$ cat src/rtl/qenc_pkg.sv
// Shared types and helpers for the quadrature encoder speed block.
package qenc_pkg;

  typedef enum logic [1:0] {
    STEP_NONE = 2'd0,
    STEP_FWD  = 2'd1,
    STEP_REV  = 2'd2,
    STEP_ERR  = 2'd3
  } step_e;

  typedef enum logic [1:0] {
    WIN_COUNT = 2'd0,
    WIN_LATCH = 2'd1,
    WIN_SCALE = 2'd2
  } win_state_e;

  // Bits needed to hold values 0..v-1 (0 for v <= 1).
  function automatic int unsigned clog2(input int unsigned v);
    int unsigned r;
    r = 0;
    for (int unsigned i = 0; i < 32; i++) begin
      if ((64'd1 << i) < 64'(v)) r = i + 1;
    end
    return r;
  endfunction

  // 4x decode of filtered {A,B}; forward order is 00->01->11->10->00.
  function automatic step_e decode(input logic [1:0] prev, input logic [1:0] cur);
    step_e s;
    case ({prev, cur})
      4'b0001, 4'b0111, 4'b1110, 4'b1000: s = STEP_FWD;
      4'b0010, 4'b1011, 4'b1101, 4'b0100: s = STEP_REV;
      4'b0011, 4'b1100, 4'b0110, 4'b1001: s = STEP_ERR;
      default:                            s = STEP_NONE;
    endcase
    return s;
  endfunction

endpackage

$ cat src/rtl/quad_encoder_speed_filter.sv
// Two-flop synchroniser followed by a FILT_LEN-sample agreement filter.
module qenc_input_filter #(
  parameter int unsigned FILT_LEN = 3
) (
  input  logic i_clk,
  input  logic i_rst_n,
  input  logic i_d,
  output logic o_lvl_c
);

  logic [1:0] r_sync;

  always_ff @(posedge i_clk) begin
    if (!i_rst_n) r_sync <= '0;
    else          r_sync <= {r_sync[0], i_d};
  end

  generate
    if (FILT_LEN > 1) begin : g_filt
      localparam int unsigned HW = FILT_LEN - 1;
      logic [HW-1:0] r_hist;
      logic          r_lvl;
      logic          w_agree;

      // The newest synchronised sample plus HW older ones must all agree.
      assign w_agree = (r_hist == {HW{r_sync[1]}});
      assign o_lvl_c = w_agree ? r_sync[1] : r_lvl;

      always_ff @(posedge i_clk) begin
        if (!i_rst_n) begin
          r_hist <= '0;
          r_lvl  <= 1'b0;
        end else begin
          r_hist <= HW'({r_hist, r_sync[1]});
          r_lvl  <= o_lvl_c;
        end
      end
    end else begin : g_pass
      assign o_lvl_c = r_sync[1];
    end
  endgenerate

endmodule

$ cat src/rtl/quad_encoder_speed.sv
// Quadrature encoder front end: 4x decode, position count, windowed signed speed to RPM.
// Optional index-pulse position clear when QENC_INDEX_EN is defined.
module quad_encoder_speed
  import qenc_pkg::*;
#(
  parameter int unsigned GATE_CYCLES = 500000,
  parameter int unsigned FILT_LEN    = 3,
  parameter int unsigned CNT_W       = 16,
  parameter int unsigned POS_W       = 32,
  parameter int unsigned RPM_W       = 8,
  parameter int unsigned RPM_MUL     = 1,
  parameter int unsigned RPM_SHIFT   = 0
) (
  input  logic                    cclk,
  input  logic                    rstb,
  input  logic                    a,
  input  logic                    b,
`ifdef QENC_INDEX_EN
  input  logic                    index,
`endif
  input  logic                    clr_pos,
  output logic [RPM_W-1:0]        rpm,
  output logic                    dir,
  output logic                    rpm_valid,
  output logic signed [POS_W-1:0] position,
  output logic                    trans_err
);

  localparam int unsigned WC_W   = (clog2(GATE_CYCLES) < 1) ? 1 : clog2(GATE_CYCLES);
  localparam int unsigned PROD_W = CNT_W + clog2(RPM_MUL + 1);
  localparam int unsigned CMP_W  = (PROD_W > RPM_W) ? PROD_W : RPM_W;
  localparam logic [WC_W-1:0] WIN_LAST = WC_W'(GATE_CYCLES - 1);
  localparam logic signed [CNT_W:0] ACC_MAX = (CNT_W+1)'((64'd1 << (CNT_W - 1)) - 64'd1);
  localparam logic signed [CNT_W:0] ACC_MIN = -ACC_MAX;

  localparam logic [1:0] S_COUNT = WIN_COUNT;
  localparam logic [1:0] S_LATCH = WIN_LATCH;
  localparam logic [1:0] S_SCALE = WIN_SCALE;

  logic                    w_a, w_b, w_clr;
  logic [1:0]              r_ab_prev;
  step_e                   w_step;
  logic signed [CNT_W:0]   w_acc_delta, w_acc_sum;
  logic signed [CNT_W-1:0] w_acc_sat, w_acc_nxt, w_snap_nxt;
  logic signed [POS_W-1:0] w_pos_delta;
  logic [1:0]              r_state, w_state_nxt;
  logic [WC_W-1:0]         r_win_cnt, w_win_cnt_nxt;
  logic signed [CNT_W-1:0] r_acc, r_snap;
  logic signed [POS_W-1:0] r_pos;
  logic [RPM_W-1:0]        r_rpm, w_rpm;
  logic                    r_dir, r_rpm_valid, r_trans_err;
  logic [CNT_W-1:0]        w_mag;
  logic [PROD_W-1:0]       w_prod;
  logic [CMP_W-1:0]        w_scaled;

  qenc_input_filter #(.FILT_LEN(FILT_LEN)) u_filt_a (
    .i_clk(cclk), .i_rst_n(rstb), .i_d(a), .o_lvl_c(w_a)
  );
  qenc_input_filter #(.FILT_LEN(FILT_LEN)) u_filt_b (
    .i_clk(cclk), .i_rst_n(rstb), .i_d(b), .o_lvl_c(w_b)
  );

`ifdef QENC_INDEX_EN
  logic w_idx, r_idx_prev;

  qenc_input_filter #(.FILT_LEN(FILT_LEN)) u_filt_idx (
    .i_clk(cclk), .i_rst_n(rstb), .i_d(index), .o_lvl_c(w_idx)
  );

  always_ff @(posedge cclk) begin
    if (!rstb) r_idx_prev <= 1'b0;
    else       r_idx_prev <= w_idx;
  end

  assign w_clr = clr_pos | (w_idx & ~r_idx_prev);
`else
  assign w_clr = clr_pos;
`endif

  assign w_step = decode(r_ab_prev, {w_a, w_b});

  always_comb begin
    w_acc_delta = '0;
    w_pos_delta = '0;
    case (w_step)
      STEP_FWD: begin
        w_acc_delta = (CNT_W+1)'(1);
        w_pos_delta = POS_W'(1);
      end
      STEP_REV: begin
        w_acc_delta = '1;
        w_pos_delta = '1;
      end
      default: ;
    endcase
  end

  // Accumulator holds at the symmetric limit instead of wrapping.
  assign w_acc_sum = $signed({r_acc[CNT_W-1], r_acc}) + w_acc_delta;
  assign w_acc_sat = (w_acc_sum > ACC_MAX) ? CNT_W'(ACC_MAX) :
                     (w_acc_sum < ACC_MIN) ? CNT_W'(ACC_MIN) : CNT_W'(w_acc_sum);

  assign w_win_cnt_nxt = (r_win_cnt == WIN_LAST) ? '0 : r_win_cnt + WC_W'(1);

  // Window FSM: the terminal step goes into the snapshot so no edge is lost.
  always_comb begin
    w_state_nxt = S_COUNT;
    w_acc_nxt   = w_acc_sat;
    w_snap_nxt  = r_snap;
    case (r_state)
      S_LATCH: begin
        w_state_nxt = S_SCALE;
        w_acc_nxt   = '0;
        w_snap_nxt  = w_acc_sat;
      end
      default: begin
        if (w_win_cnt_nxt == WIN_LAST) w_state_nxt = S_LATCH;
      end
    endcase
  end

  assign w_mag    = r_snap[CNT_W-1] ? CNT_W'($unsigned(-r_snap)) : CNT_W'($unsigned(r_snap));
  assign w_prod   = PROD_W'(w_mag) * PROD_W'(RPM_MUL);
  assign w_scaled = CMP_W'(w_prod >> RPM_SHIFT);
  assign w_rpm    = (w_scaled > CMP_W'({RPM_W{1'b1}})) ? '1 : RPM_W'(w_scaled);

  always_ff @(posedge cclk) begin
    if (!rstb) begin
      r_state     <= S_COUNT;
      r_win_cnt   <= '0;
      r_acc       <= '0;
      r_snap      <= '0;
      r_ab_prev   <= 2'b00;
      r_pos       <= '0;
      r_rpm       <= '0;
      r_dir       <= 1'b0;
      r_rpm_valid <= 1'b0;
      r_trans_err <= 1'b0;
    end else begin
      r_state     <= w_state_nxt;
      r_win_cnt   <= w_win_cnt_nxt;
      r_acc       <= w_acc_nxt;
      r_snap      <= w_snap_nxt;
      r_ab_prev   <= {w_a, w_b};
      r_pos       <= w_clr ? '0 : r_pos + w_pos_delta;
      r_rpm_valid <= (r_state == S_SCALE);
      if (r_state == S_SCALE) begin
        r_rpm <= w_rpm;
        r_dir <= r_snap[CNT_W-1];
      end
      if (clr_pos)                r_trans_err <= 1'b0;
      else if (w_step == STEP_ERR) r_trans_err <= 1'b1;
    end
  end

  assign rpm       = r_rpm;
  assign dir       = r_dir;
  assign rpm_valid = r_rpm_valid;
  assign position  = r_pos;
  assign trans_err = r_trans_err;

endmodule

$ cat config.mk
export PLATFORM = sky130hd
export DESIGN_NAME = quad_encoder_speed
export DESIGN_NICKNAME = d
export VERILOG_FILES = /design/src/rtl/qenc_pkg.sv /design/src/rtl/quad_encoder_speed_filter.sv /design/src/rtl/quad_encoder_speed.sv
export SDC_FILE = /design/constraint.sdc
export NUM_CORES = 1
export LEC_CHECK = 0
export ABC_AREA = 1
export BUFFER_PORTS_ARGS = -buffer_cell sky130_fd_sc_hd__buf_2
export CAP_MARGIN = 15
export CORE_MARGIN = 2
export CORE_UTILIZATION = 50
export DETAILED_ROUTE_END_ITERATION = 12
export PLACE_DENSITY = 0.68
export SLEW_MARGIN = 20
export SYNTH_ARGS = -nofsm -noshare
export SYNTH_HDL_FRONTEND = slang
export SYNTH_SLANG_ARGS = --single-unit
export TNS_END_PERCENT = 30
$ cat constraint.sdc
create_clock -name cclk -period 8.63 [get_ports cclk]
set_input_delay 0.4315 -clock cclk [delete_from_list [all_inputs] [get_ports cclk]]
set_output_delay 0.4315 -clock cclk [all_outputs]
set_load 0.05 [all_outputs]
==> reports/metrics.cfg <==
[outcome]
status=finished clean

[synth]
synth_most_common_cell=nand2_1
synth_top_area_frac=0.287
synth-edff-count=0
synth_nets=1194
yosysWarnings=0
synth.distinct_cells=49
ys_seq_area_frac=0.287
synth_area_mm2=0.00739
synth.area.top_cells=dfxtp_1 29%, nand2_1 17%, inv_1 8.6%
synth-seq-cells=106
syn_area_per_cell_um2=6.25
syn_inst=1182
synth_common_cells=339 x nand2_1, 169 x inv_1, 119 x nor2_1, 106 x dfxtp_1, 87 x nand3_1
async_flop_share=0
synth_top_area_cell=dfxtp_1
synthFlopType=dfxtp_1

[global_route]
grt_first_pass_wirelength_um=31000
grt_max_degree=79
grt_use_total=0.236
grt_pass1_vias=6409
grt-ovfl-total=0
antenna_found_initial=0

[timing]
finalSetupViolations=0
fin_crit_ps=4470
final_hold_viol_count=0
skew_ps=7.55
rsz0062_at_grt=false
tns_ps=0
tightest_slew_ps=989
fin_crit_sh=0.518
slew_headroom=0.341
slew_violations=0
timing.fmax_ghz=0.224

[route]
ant_nets=0
m1WireLength_um=9480
drc=0
drtPass1Iterations=6
via_count=7238
wl_met2_um=7330
wire_per_inst_um=13.1
met3_length_um=1220
first_iter_violations=526
via_per_inst=5.17
wirelength_um=18300
top_layer=met4

[clocking]
cts_root_buf=clkbuf_16
htreeDepth=3
path_clk_slew_ps=80
cts.sink_count=106
cts_hold_buffers=0
cts_tree=done
cts_setup_buffers=0
worstSkewPairLatency_ps=370
cts_buffers=9
cts.repair.resized=0
clk_path_buf_depth=2

[worst_setup_path]
reg2regPathDepth=22
rrSetupSlack_ps=4160
cp_max_fo=78
cp.arrival_ps=4770
path_common_cell=nand2_1
path_delay_family=simple AND/OR/NAND/NOR gates
worstSetupEndpointType=register
cp_num_cells=22
crit_required_ps=8920
setup.worst_path.class=register to register
crit_buf_inv=3
startpoint_type=register
slowest_delay_ps=750
path_cells=nor2_1 > nand2_1 > nand2_1 > nand2_1 > nand2_1 > nand2_2 > nand2_4 > buf_4 > xor2_1 > inv_1 > ha_1 > a21oi_1 > inv_1 > nand2_1 > o21bai_1 > a21o_1 > nand2_1 > nand2_1 > a21oi_1 > o21ai_0 > or2_1 > a21oi_1
cp_slowest_cell=buf_4

[floorplanning]
core_area_mm2=0.0145
io_pins=48
floorplan.initialDensity=0.510
fp-row-count=44
die_w_um=126
die_h_um=126
dieArea_mm2=0.0158

[placement]
io_buffers=47
gp_congestion=0.949
dp_hpwl_um=14000

[pwr]
switchingPower_uw=238
power_frac_comb=0.018
clkPwrFrac=0.459
p_per_area_mw_per_mm2=118
p_leak_nw=3.57
seqPwrFrac=0.523
total_power_uw=943
ir_worst_vdd_v=0.0000894
power.internal_uw=705
p_sw_frac=0.252

[cells_and_area]
drive_gt1_frac=0.0996
antenna_cells=0
nets=1222
syn_to_final_growth_pct=7.79
final.fill_count=1471

[min_path]
hold_depth=3
hold_class=primary input to register

[flow_run]
drv_cap=0

final timing paths:
check,from,to
worst max-delay path,u_filt_a.r_sync[1],position[16]
worst min-delay path,b,u_filt_b.r_sync[0]
worst max register to register,u_filt_a.r_sync[1],position[16]
worst min register to register,u_filt_a.r_sync[1],u_filt_a.g_filt.r_hist[0]
cells in the final DEF, fill, tap and decap left out, drive strengths merged:
cell type  synthesis  layout
buf               22      51
and2               2       2
clkinv             2       6
nor3              15      15
o31ai              7       7
ha                 7       7
clkbuf            12       9
a221oi             2       2
inv              172     175
o211ai             1       1
and3               2       2
nand2            351     351
o21bai            11      11
o221ai             4       4
a21o               4       4
o2111ai            1       1
xnor2             34      34
a211oi             1       1
o22ai              1       1
xor2              23      23
nor4              12      12
a31o               1       1
nand3b            10      10
nand4             15      15
dfxtp            106     106
a21oi             67      67
o21ai             67      67
nor3b              1       1
nand3             89      89
nor2             122     122
or2               14      14
a31oi              4       4
metrics by stage:
| stage | worst slack, ps | std cells | cell area (um^2) | utilization | hold slack [ps] |
|---|---|---|---|---|---|
| floorplan | 5380 | 1182 | 7390 | - | 390 |
| global placement | 4260 | 1383 | 7650 | 0.528 | 436 |
| detailed placement | 4240 | 1383 | 7650 | 0.528 | 439 |
| CTS | 4220 | 1399 | 7970 | 0.550 | 274 |
| global route | 3610 | 1399 | 7970 | 0.550 | 288 |
| finish | 4160 | 1399 | 7970 | 0.550 | 287 |
area by class of cell:
cell class | count | area, um^2 | share of cell area
clock buffer | 9 | 225 | 0.0283
clock inverter | 7 | 91.3 | 0.0115
inverter | 174 | 653 | 0.0820
multi-input combinational | 868 | 4380 | 0.550
sequential | 106 | 2120 | 0.266
tap | 184 | 230 | 0.0289
timing repair buffer | 51 | 265 | 0.0333
power by group through the flow:
stage	Clock (mW)	Sequential, mW	Combinational, mW
finish	0.433	0.493	0.0173
global route	0.459	0.493	0.0200
CTS	0.442	0.493	0.0175
detailed placement	0	0.505	0.0174
global placement	0	0.505	0.0175
floorplan	0	0.504	0.0114
registers in the layout, indices dropped and copies added (netlist names):
register,count
dir,1
position,32
r_ab_prev,2
r_acc,16
r_snap,16
r_state,2
r_win_cnt,19
rpm,8
rpm_valid,1
trans_err,1
u_filt_a.g_filt.r_hist,2
u_filt_a.r_sync,2
u_filt_b.g_filt.r_hist,2
u_filt_b.r_sync,2
worst register-to-register path, cell delays in order, from the launching register on:
cell and delay [ps]:
dfxtp_1 330, nor2_1 100, nand2_1 70, nand2_1 100, nand2_1 70, nand2_1 70
nand2_2 330, nand2_4 270, buf_4 750, xor2_1 340, inv_1 60, ha_1 190
a21oi_1 180, inv_1 60, nand2_1 80, o21bai_1 100, a21o_1 260, nand2_1 90
nand2_1 140, a21oi_1 300, o21ai_0 170, or2_1 230, a21oi_1 120
logic make-up (layout without fill, tap and decap cells):
| kind of cell | Yosys count | count (layout) | synth area share |
|---|---|---|---|
| fa+ha+maj | 7 | 7 | 0.0118 |
| compound gates | 171 | 171 | 0.134 |
| xor+xnor | 57 | 57 | 0.0777 |
| buf+inv | 208 | 241 | 0.120 |
| simple gates | 633 | 633 | 0.369 |
| flops | 106 | 106 | 0.287 |
layer usage:
metal,up-vias,track usage
met5,-,0
met4,0,0.0575
met3,16,0.0492
met2,203,0.337
met1,3195,0.361
li1,3824,-
Power figures use the tool's default switching activity.
